===== config.mk =====
export PLATFORM = sky130hd
export DESIGN_NAME = vfpu_stream_alu
export DESIGN_NICKNAME = d
export VERILOG_FILES = /design/src/rtl/vfpu_stream_alu_pkg.sv /design/src/rtl/vfpu_alu_lane.sv /design/src/rtl/vfpu_stream_alu.sv
export SDC_FILE = /design/constraint.sdc
export NUM_CORES = 1
export LEC_CHECK = 0
export CELL_PAD_IN_SITES_DETAIL_PLACEMENT = 1
export CELL_PAD_IN_SITES_GLOBAL_PLACEMENT = 1
export CORE_MARGIN = 3
export CORE_UTILIZATION = 30
export DETAILED_ROUTE_END_ITERATION = 12
export MAX_ROUTING_LAYER = met4
export PLACE_DENSITY_LB_ADDON = 0.1
export SLEW_MARGIN = 10
export SYNTH_ARGS = -nofsm -noshare
export SYNTH_HDL_FRONTEND = slang
export SYNTH_SLANG_ARGS = --single-unit
export TNS_END_PERCENT = 1

===== constraint.sdc =====
create_clock -name clk_i -period 6.7 [get_ports clk_i]
set_clock_uncertainty 0.15 [all_clocks]
set_input_delay 1.34 -clock clk_i [delete_from_list [all_inputs] [get_ports clk_i]]
set_output_delay 1.34 -clock clk_i [all_outputs]
set_load 0.01 [all_outputs]

===== src/rtl/vfpu_stream_alu_pkg.sv =====
// Shared types for the streaming SIMD ALU: opcode enum and control/status bundles.
// Lengths and counts are carried at a fixed maximum width and resized at the top level.
package vfpu_alu_package;

  localparam int CNT_MAX_W = 32;

  typedef enum logic [2:0] {
    ADD  = 3'd0,
    SUB  = 3'd1,
    MIN  = 3'd2,
    MAX  = 3'd3,
    AND  = 3'd4,
    OR   = 3'd5,
    XOR  = 3'd6,
    PASS = 3'd7
  } alu_mode_t;

  typedef struct packed {
    logic                 start;
    alu_mode_t            mode;
    logic                 sat;
    logic [CNT_MAX_W-1:0] len;
  } ctrl_t;

  typedef struct packed {
    logic                 busy;
    logic                 done;
    logic [CNT_MAX_W-1:0] beat_cnt;
  } flags_t;

endpackage


===== src/rtl/vfpu_alu_lane.sv =====
// One SIMD lane: folds NB_OPERANDS values left to right with the selected op.
// Signed saturation, when enabled, is applied after every ADD/SUB step.
module vfpu_alu_lane
  import vfpu_alu_package::*;
#(
  parameter int NB_OPERANDS = 2,
  parameter int LANE_WIDTH  = 8
) (
  input  logic [NB_OPERANDS-1:0][LANE_WIDTH-1:0] ops,
  input  alu_mode_t                              mode,
  input  logic                                   sat,
  output logic [LANE_WIDTH-1:0]                  res
);

  localparam logic [LANE_WIDTH-1:0] SMAX = {1'b0, {(LANE_WIDTH-1){1'b1}}};
  localparam logic [LANE_WIDTH-1:0] SMIN = {1'b1, {(LANE_WIDTH-1){1'b0}}};

  logic [LANE_WIDTH:0] wide;

  always_comb begin
    res  = ops[0];
    wide = '0;
    for (int k = 1; k < NB_OPERANDS; k++) begin
      case (mode)
        ADD, SUB: begin
          // One guard bit: overflow shows as the two top bits disagreeing.
          if (mode == ADD) wide = {res[LANE_WIDTH-1], res} + {ops[k][LANE_WIDTH-1], ops[k]};
          else             wide = {res[LANE_WIDTH-1], res} - {ops[k][LANE_WIDTH-1], ops[k]};
          if (sat && (wide[LANE_WIDTH] != wide[LANE_WIDTH-1]))
            res = wide[LANE_WIDTH] ? SMIN : SMAX;
          else
            res = wide[LANE_WIDTH-1:0];
        end
        MIN:     if ($signed(ops[k]) < $signed(res)) res = ops[k];
        MAX:     if ($signed(ops[k]) > $signed(res)) res = ops[k];
        AND:     res = res & ops[k];
        OR:      res = res | ops[k];
        XOR:     res = res ^ ops[k];
        default: res = res;
      endcase
    end
  end

endmodule


===== src/rtl/vfpu_stream_alu.sv =====
// Job-based streaming SIMD ALU: fenced multi-operand accept, elastic result pipeline,
// IDLE/RUN/DRAIN job control with a done pulse after the last result handshake.
module vfpu_stream_alu
  import vfpu_alu_package::*;
#(
  parameter int DATA_WIDTH  = 32,
  parameter int NB_OPERANDS = 2,
  parameter int LANE_WIDTH  = 8,
  parameter int PIPE_STAGES = 2,
  parameter int CNT_WIDTH   = 16
) (
  input  logic                                clk_i,
  input  logic                                rst_i,
  input  logic                                clear_i,
  input  logic                                start_i,
  input  logic [2:0]                          mode_i,
  input  logic                                sat_i,
  input  logic [CNT_WIDTH-1:0]                len_i,
  input  logic [NB_OPERANDS-1:0]              op_valid_i,
  output logic [NB_OPERANDS-1:0]              op_ready_o,
  input  logic [NB_OPERANDS*DATA_WIDTH-1:0]   op_data_i,
  input  logic [NB_OPERANDS*DATA_WIDTH/8-1:0] op_strb_i,
  output logic                                res_valid_o,
  input  logic                                res_ready_i,
  output logic [DATA_WIDTH-1:0]               res_data_o,
  output logic [DATA_WIDTH/8-1:0]             res_strb_o,
  output logic                                busy_o,
  output logic                                done_o,
  output logic [CNT_WIDTH-1:0]                beat_cnt_o
);

  localparam int NUM_LANES = DATA_WIDTH / LANE_WIDTH;
  localparam int SB        = DATA_WIDTH / 8;
  localparam logic [PIPE_STAGES:1] ONLY_TAIL = PIPE_STAGES'(1) << (PIPE_STAGES - 1);

  typedef enum logic [1:0] {S_IDLE, S_RUN, S_DRAIN} state_t;

  state_t               state_q, state_d;
  ctrl_t                ctrl_in;
  flags_t               flags_q;
  logic                 done_d;
  alu_mode_t            mode_q;
  logic                 sat_q;
  logic [CNT_MAX_W-1:0] len_q;
  logic [CNT_MAX_W-1:0] beat_next;

  logic [NUM_LANES-1:0][LANE_WIDTH-1:0] alu_data;
  logic [SB-1:0]                        alu_strb;

  logic [PIPE_STAGES:1]                 vld_pipe, vld_in, free;
  logic [PIPE_STAGES:1][DATA_WIDTH-1:0] data_pipe, data_in;
  logic [PIPE_STAGES:1][SB-1:0]         strb_pipe, strb_in;

  logic accept, res_hs, last_hs;

  assign ctrl_in.start = start_i;
  assign ctrl_in.mode  = alu_mode_t'(mode_i);
  assign ctrl_in.sat   = sat_i;
  assign ctrl_in.len   = CNT_MAX_W'(len_i);

  // ---------------- lanes ----------------
  for (genvar j = 0; j < NUM_LANES; j++) begin : g_lane
    logic [NB_OPERANDS-1:0][LANE_WIDTH-1:0] ops;
    for (genvar k = 0; k < NB_OPERANDS; k++) begin : g_op
      assign ops[k] = op_data_i[k*DATA_WIDTH + j*LANE_WIDTH +: LANE_WIDTH];
    end
    vfpu_alu_lane #(.NB_OPERANDS(NB_OPERANDS), .LANE_WIDTH(LANE_WIDTH)) u_lane (
      .ops  (ops),
      .mode (mode_q),
      .sat  (sat_q),
      .res  (alu_data[j])
    );
  end

  always_comb begin
    alu_strb = '1;
    for (int k = 0; k < NB_OPERANDS; k++) alu_strb = alu_strb & op_strb_i[k*SB +: SB];
  end

  // ---------------- elastic pipeline ----------------
  // A stage may load when it, or any stage downstream of it, is empty, or the sink takes a beat.
  for (genvar i = 1; i <= PIPE_STAGES; i++) begin : g_free
    assign free[i] = res_ready_i || !(&vld_pipe[PIPE_STAGES:i]);
  end

  always_comb begin
    vld_in[1]  = accept;
    data_in[1] = alu_data;
    strb_in[1] = alu_strb;
    for (int i = 2; i <= PIPE_STAGES; i++) begin
      vld_in[i]  = vld_pipe[i-1];
      data_in[i] = data_pipe[i-1];
      strb_in[i] = strb_pipe[i-1];
    end
  end

  always_ff @(posedge clk_i or posedge rst_i) begin
    if (rst_i) begin
      vld_pipe  <= '0;
      data_pipe <= '0;
      strb_pipe <= '0;
    end else if (clear_i) begin
      vld_pipe  <= '0;
    end else begin
      for (int i = 1; i <= PIPE_STAGES; i++) begin
        if (free[i]) begin
          vld_pipe[i] <= vld_in[i];
          if (vld_in[i]) begin
            data_pipe[i] <= data_in[i];
            strb_pipe[i] <= strb_in[i];
          end
        end
      end
    end
  end

  assign res_valid_o = vld_pipe[PIPE_STAGES];
  assign res_data_o  = data_pipe[PIPE_STAGES];
  assign res_strb_o  = strb_pipe[PIPE_STAGES];
  assign res_hs      = res_valid_o && res_ready_i;
  assign last_hs     = res_hs && (vld_pipe == ONLY_TAIL);

  // ---------------- job control ----------------
  assign accept     = (state_q == S_RUN) && (&op_valid_i) && free[1];
  assign op_ready_o = {NB_OPERANDS{accept}};
  assign beat_next  = flags_q.beat_cnt + CNT_MAX_W'(1);

  always_comb begin
    state_d = state_q;
    done_d  = 1'b0;
    case (state_q)
      S_IDLE: if (ctrl_in.start) begin
        if (ctrl_in.len == '0) done_d  = 1'b1;
        else                   state_d = S_RUN;
      end
      S_RUN:   if (accept && (beat_next == len_q)) state_d = S_DRAIN;
      S_DRAIN: if (last_hs) begin
        state_d = S_IDLE;
        done_d  = 1'b1;
      end
      default: state_d = S_IDLE;
    endcase
    if (clear_i) begin
      state_d = S_IDLE;
      done_d  = 1'b0;
    end
  end

  always_ff @(posedge clk_i or posedge rst_i) begin
    if (rst_i) begin
      state_q <= S_IDLE;
      flags_q <= '0;
      mode_q  <= ADD;
      sat_q   <= 1'b0;
      len_q   <= '0;
    end else begin
      state_q       <= state_d;
      flags_q.done  <= done_d;
      flags_q.busy  <= (state_d != S_IDLE);
      if (clear_i) begin
        flags_q.beat_cnt <= '0;
      end else if ((state_q == S_IDLE) && ctrl_in.start) begin
        flags_q.beat_cnt <= '0;
        mode_q           <= ctrl_in.mode;
        sat_q            <= ctrl_in.sat;
        len_q            <= ctrl_in.len;
      end else if (accept) begin
        flags_q.beat_cnt <= beat_next;
      end
    end
  end

  assign busy_o     = flags_q.busy;
  assign done_o     = flags_q.done;
  assign beat_cnt_o = flags_q.beat_cnt[CNT_WIDTH-1:0];

endmodule


==> summary.md <==
| Metric | Value |
|---|---|
| Cts hold-fix bufs | `0` |
| Largest net degree at the start of global routing | `between 90 and 100` |
| Layout fillers | `~4700` |
| Power per cell area | `roughly 230 mW/mm^2` |
| Worst slew pin tran | `~1.1 ns` |
| # IOs | `156` |
| Most frequent cell on the critical path | `o311a_1` |
| Post-DP HPWL | `31900 um` |
| Drt drc | `0` |
| Maximum VDD drop | `between 0.00015 and 0.0002 V` |
| Compound-Gate Fraction of Synth Area | `0.234` |
| Global Route Usage Sum | `0.214` |
| P_leak | `6.12 nW` |
| Initial antenna violation count | `4` |
| Vias per inst | `approximately 5.5` |
| Starting DRC count in detailed routing | `~560` |
| Post-Syn Instances | `1489` |
| Die X | `between 200 and 250 um` |
| Xor/xnor share of the synthesized area | `0.0387` |
| Number of H-tree levels | `4` |
| Postcts setup bufs | `0` |
| Status | `complete, no violations` |
| CP Cell Sequence | `clkdlybuf4s50_1, inv_1, ha_1, nor2_1, o311a_1, o311a_1, o31ai_4, a31o_1, mux2i_1, a2111oi_0, a21oi_1` |
| Synth area leaders | `dfrtp_1 (27%), ha_1 (9.9%), mux2i_1 (5.4%)` |
| Max Fanout on Critical Path | `9` |
| Fin nets | `between 1500 and 2000` |
| Standard-cell row count | `73` |
| Mux contribution to synthesized area | `0.104` |
| Clk buf depth | `2` |
| Critical Path AT | `just over 5 ns` |
| Max Cap Viol | `0` |
| Starting Density | `0.306` |
| Crit Path Class | `input port to register` |
| Yosys cell types | `80` |
| Share of cells above drive strength 1 | `0.0937` |
| Routability cong. | `between 0.8 and 0.9` |
| Mapped Avg Cell Area | `8.22 um^2` |
| Area Growth Syn to Fin | `20.4%` |
| Gr ovfl total | `0` |
| Largest family of logic cells by synthesized area | `compound AO/OA/AOI/OAI gates` |
| Adder-Cell Fraction of Synth Area | `0.112` |
| Root buffer cell | `clkbuf_16` |
| RSZ-0062 raised after global routing | `false` |
| Fin crit period | `between 4 and 5 ns` |
| WL/cell | `around 21 um` |
| Worst-skew pair later-pin latency | `approximately 0.46 ns` |
| Hold Vio Cnt, Final | `0` |
| Main synth FF type | `dfrtp_1` |
| Top delay family on crit path | `compound AO/OA/AOI/OAI gates` |
| Port bufs | `roughly 160` |
| Clock transition at path regs | `0.07 ns` |
| Ys Warns | `0` |
| Endpoints failing setup | `0` |
| Syn Std Cell Area | `0.0122 mm^2` |
| Top cell type's share of synthesized area | `0.266` |
| Max-slew headroom | `0.242` |
| Largest area contributor in the netlist | `dfrtp_1` |
| Worst Path Buf+Inv | `2` |
| Vias | `roughly 12000` |
| Post-synthesis register bit count | `130` |
| Final Max Tran Viols | `0` |
| Post-route setup TNS | `0 ns` |
| Vias in the first global route | `12400` |
| Synth Area in Simple Gates | `0.172` |
| Register area share after synthesis | `0.266` |
| Die Ht | `208 um` |
| Largest stage delay, worst path | `0.66 ns` |
| Async set-reset flop share out of synthesis | `1.00` |
| Syn Nets | `1693` |
| Worst path slowest cell | `clkdlybuf4s50_1` |
| Req. time, crit path | `around 7 ns` |
| Max Freq | `0.201 GHz` |
| DRT Pass-1 Iters | `5` |
| Sink Count | `between 100 and 150` |
| Cts bufs inserted | `17` |
| Most common cell in the netlist | `dfrtp_1` |
| Post-synth EDFFs | `0` |
| Crit. End Element | `register` |
| CTS tree | `done` |
| Core area | `~0.04 mm^2` |
| PostCTS Resize Cnt | `0` |
| Worst hold path type | `register to register` |
| Die area | `0.0432 mm^2` |
| Startpoint types | `input port` |
| First-pass GRT wire length | `just over 70000 um` |
| DRT antenna net count | `0` |
| Final period utilization | `0.744` |
| Commonest cells in the synthesized netlist | `dfrtp_1 (130), o21ai_0 (126), nand2_1 (121), nor2_1 (120), inv_1 (99)` |
| Post-Route WL | `approximately 45000 um` |
| Final core utilization | `0.368` |
-- layout by cell type (no fill, tap or decap), types with 9 or more instances in the layout --
master	netlist	routed
a221oi_1	18	18
nor4_1	13	13
o31ai_1	18	18
a311oi_1	9	9
mux2i_1	66	66
nor3_1	33	31
xnor2_1	41	41
nand2_1	121	121
nor2_1	120	119
inv_1	99	98
nand3_1	32	32
nand4_1	14	14
o221a_2	12	12
clkbuf_16	0	17
xor2_1	13	13
o21ai_0	126	126
dfrtp_1	130	129
a31oi_1	21	21
o211ai_1	12	12
buf_4	21	17
nor2b_1	12	10
mux2_2	54	54
a21oi_1	98	98
ha_1	97	97
clkdlybuf4s50_1	0	155
or3_1	37	37
o41ai_1	9	9
a2111oi_0	9	9
a21o_1	10	10
a211oi_1	12	12
-- sequential cells by signal, indices dropped and copies added (netlist names) --
| register | count |
|---|---|
| data_in | 32 |
| res_data_o | 32 |
| beat_cnt_o | 16 |
| flags_q | 16 |
| len_q | 16 |
| res_strb_o | 4 |
| strb_in | 4 |
| mode_q | 3 |
| state_q | 2 |
| vld_pipe | 2 |
| busy_o | 1 |
| done_o | 1 |
| sat_q | 1 |
-- cell families (layout without fill, tap and decap cells) --
group | after synthesis | count (layout)
DFF | 130 | 130
other | 0 | 4
muxes | 120 | 120
xor gates and xnor gates | 54 | 54
AOI/OAI and AO/OA | 432 | 432
adders and majority gates | 105 | 105
buffers and inverters | 215 | 305
and+or+nand+nor | 433 | 433
-- report_power, final --
part / leakage [nW] / switching (mW) / internal (mW)
sequential: 1.66 / 0.121 / 0.957
clock: 0.297 / 0.421 / 0.610
combinational: 4.16 / 0.719 / 0.574
total: 6.12 / 1.26 / 2.14
-- per-stage QoR --
stage	worst slack (ns)	area, um^2	cells	hold slack, ns	total power [mW]
floorplan	1.74	12200	1489	0.283	1.84
global placement	1.26	14100	2072	0.297	2.38
detailed placement	1.23	14100	2072	0.311	2.39
CTS	1.72	14700	2104	0.326	3.45
global route	1.39	14700	2108	0.363	3.63
finish	1.72	14700	2108	0.318	3.40
-- routing by layer --
layer	vias to the layer above	GRT usage	part of all wire
li1	5540	-	-
met1	5881	0.261	0.45
met2	168	0.363	0.49
met3	53	0.0418	0.034
met4	0	0.0565	0.019
met5	-	-	0
-- area by class of cell --
type,instances,area [um^2],share of cell area
flip-flops and latches,130,3250,0.221
clock inverters,13,170,0.0115
inverters,100,380,0.0258
multi-input cells,1144,8110,0.550
well taps,525,657,0.0446
diodes,4,10.0,0.000679
repair buffers,173,1700,0.115
clock buffers,19,453,0.0307
-- tightest hold or removal path, stage by stage, from the launching register on --
cell	delay, ns
dfrtp_1	0.33
nand2_1	0.05
nand2_1	0.05
-- worst paths after layout --
check                      cells after the start                    from                 endpoint  slack (ns)
max in group asynchronous                      3                   rst_i    mode_q[1]$_DFFE_PP0P_        3.95
max                                           11           op_data_i[17]  data_in[50]$_DFFE_PP0P_        1.72
min reg2reg                                    2  strb_in[7]$_DFFE_PP0P_   strb_in[7]$_DFFE_PP0P_        0.32
max reg2reg                                    8   mode_q[0]$_DFFE_PP0P_  data_in[35]$_DFFE_PP0P_        2.57
min in group asynchronous                      2                   rst_i   strb_in[5]$_DFFE_PP0P_        1.33
min                                            2  strb_in[7]$_DFFE_PP0P_   strb_in[7]$_DFFE_PP0P_        0.32
No activity file was read; power rests on OpenSTA's default activity.
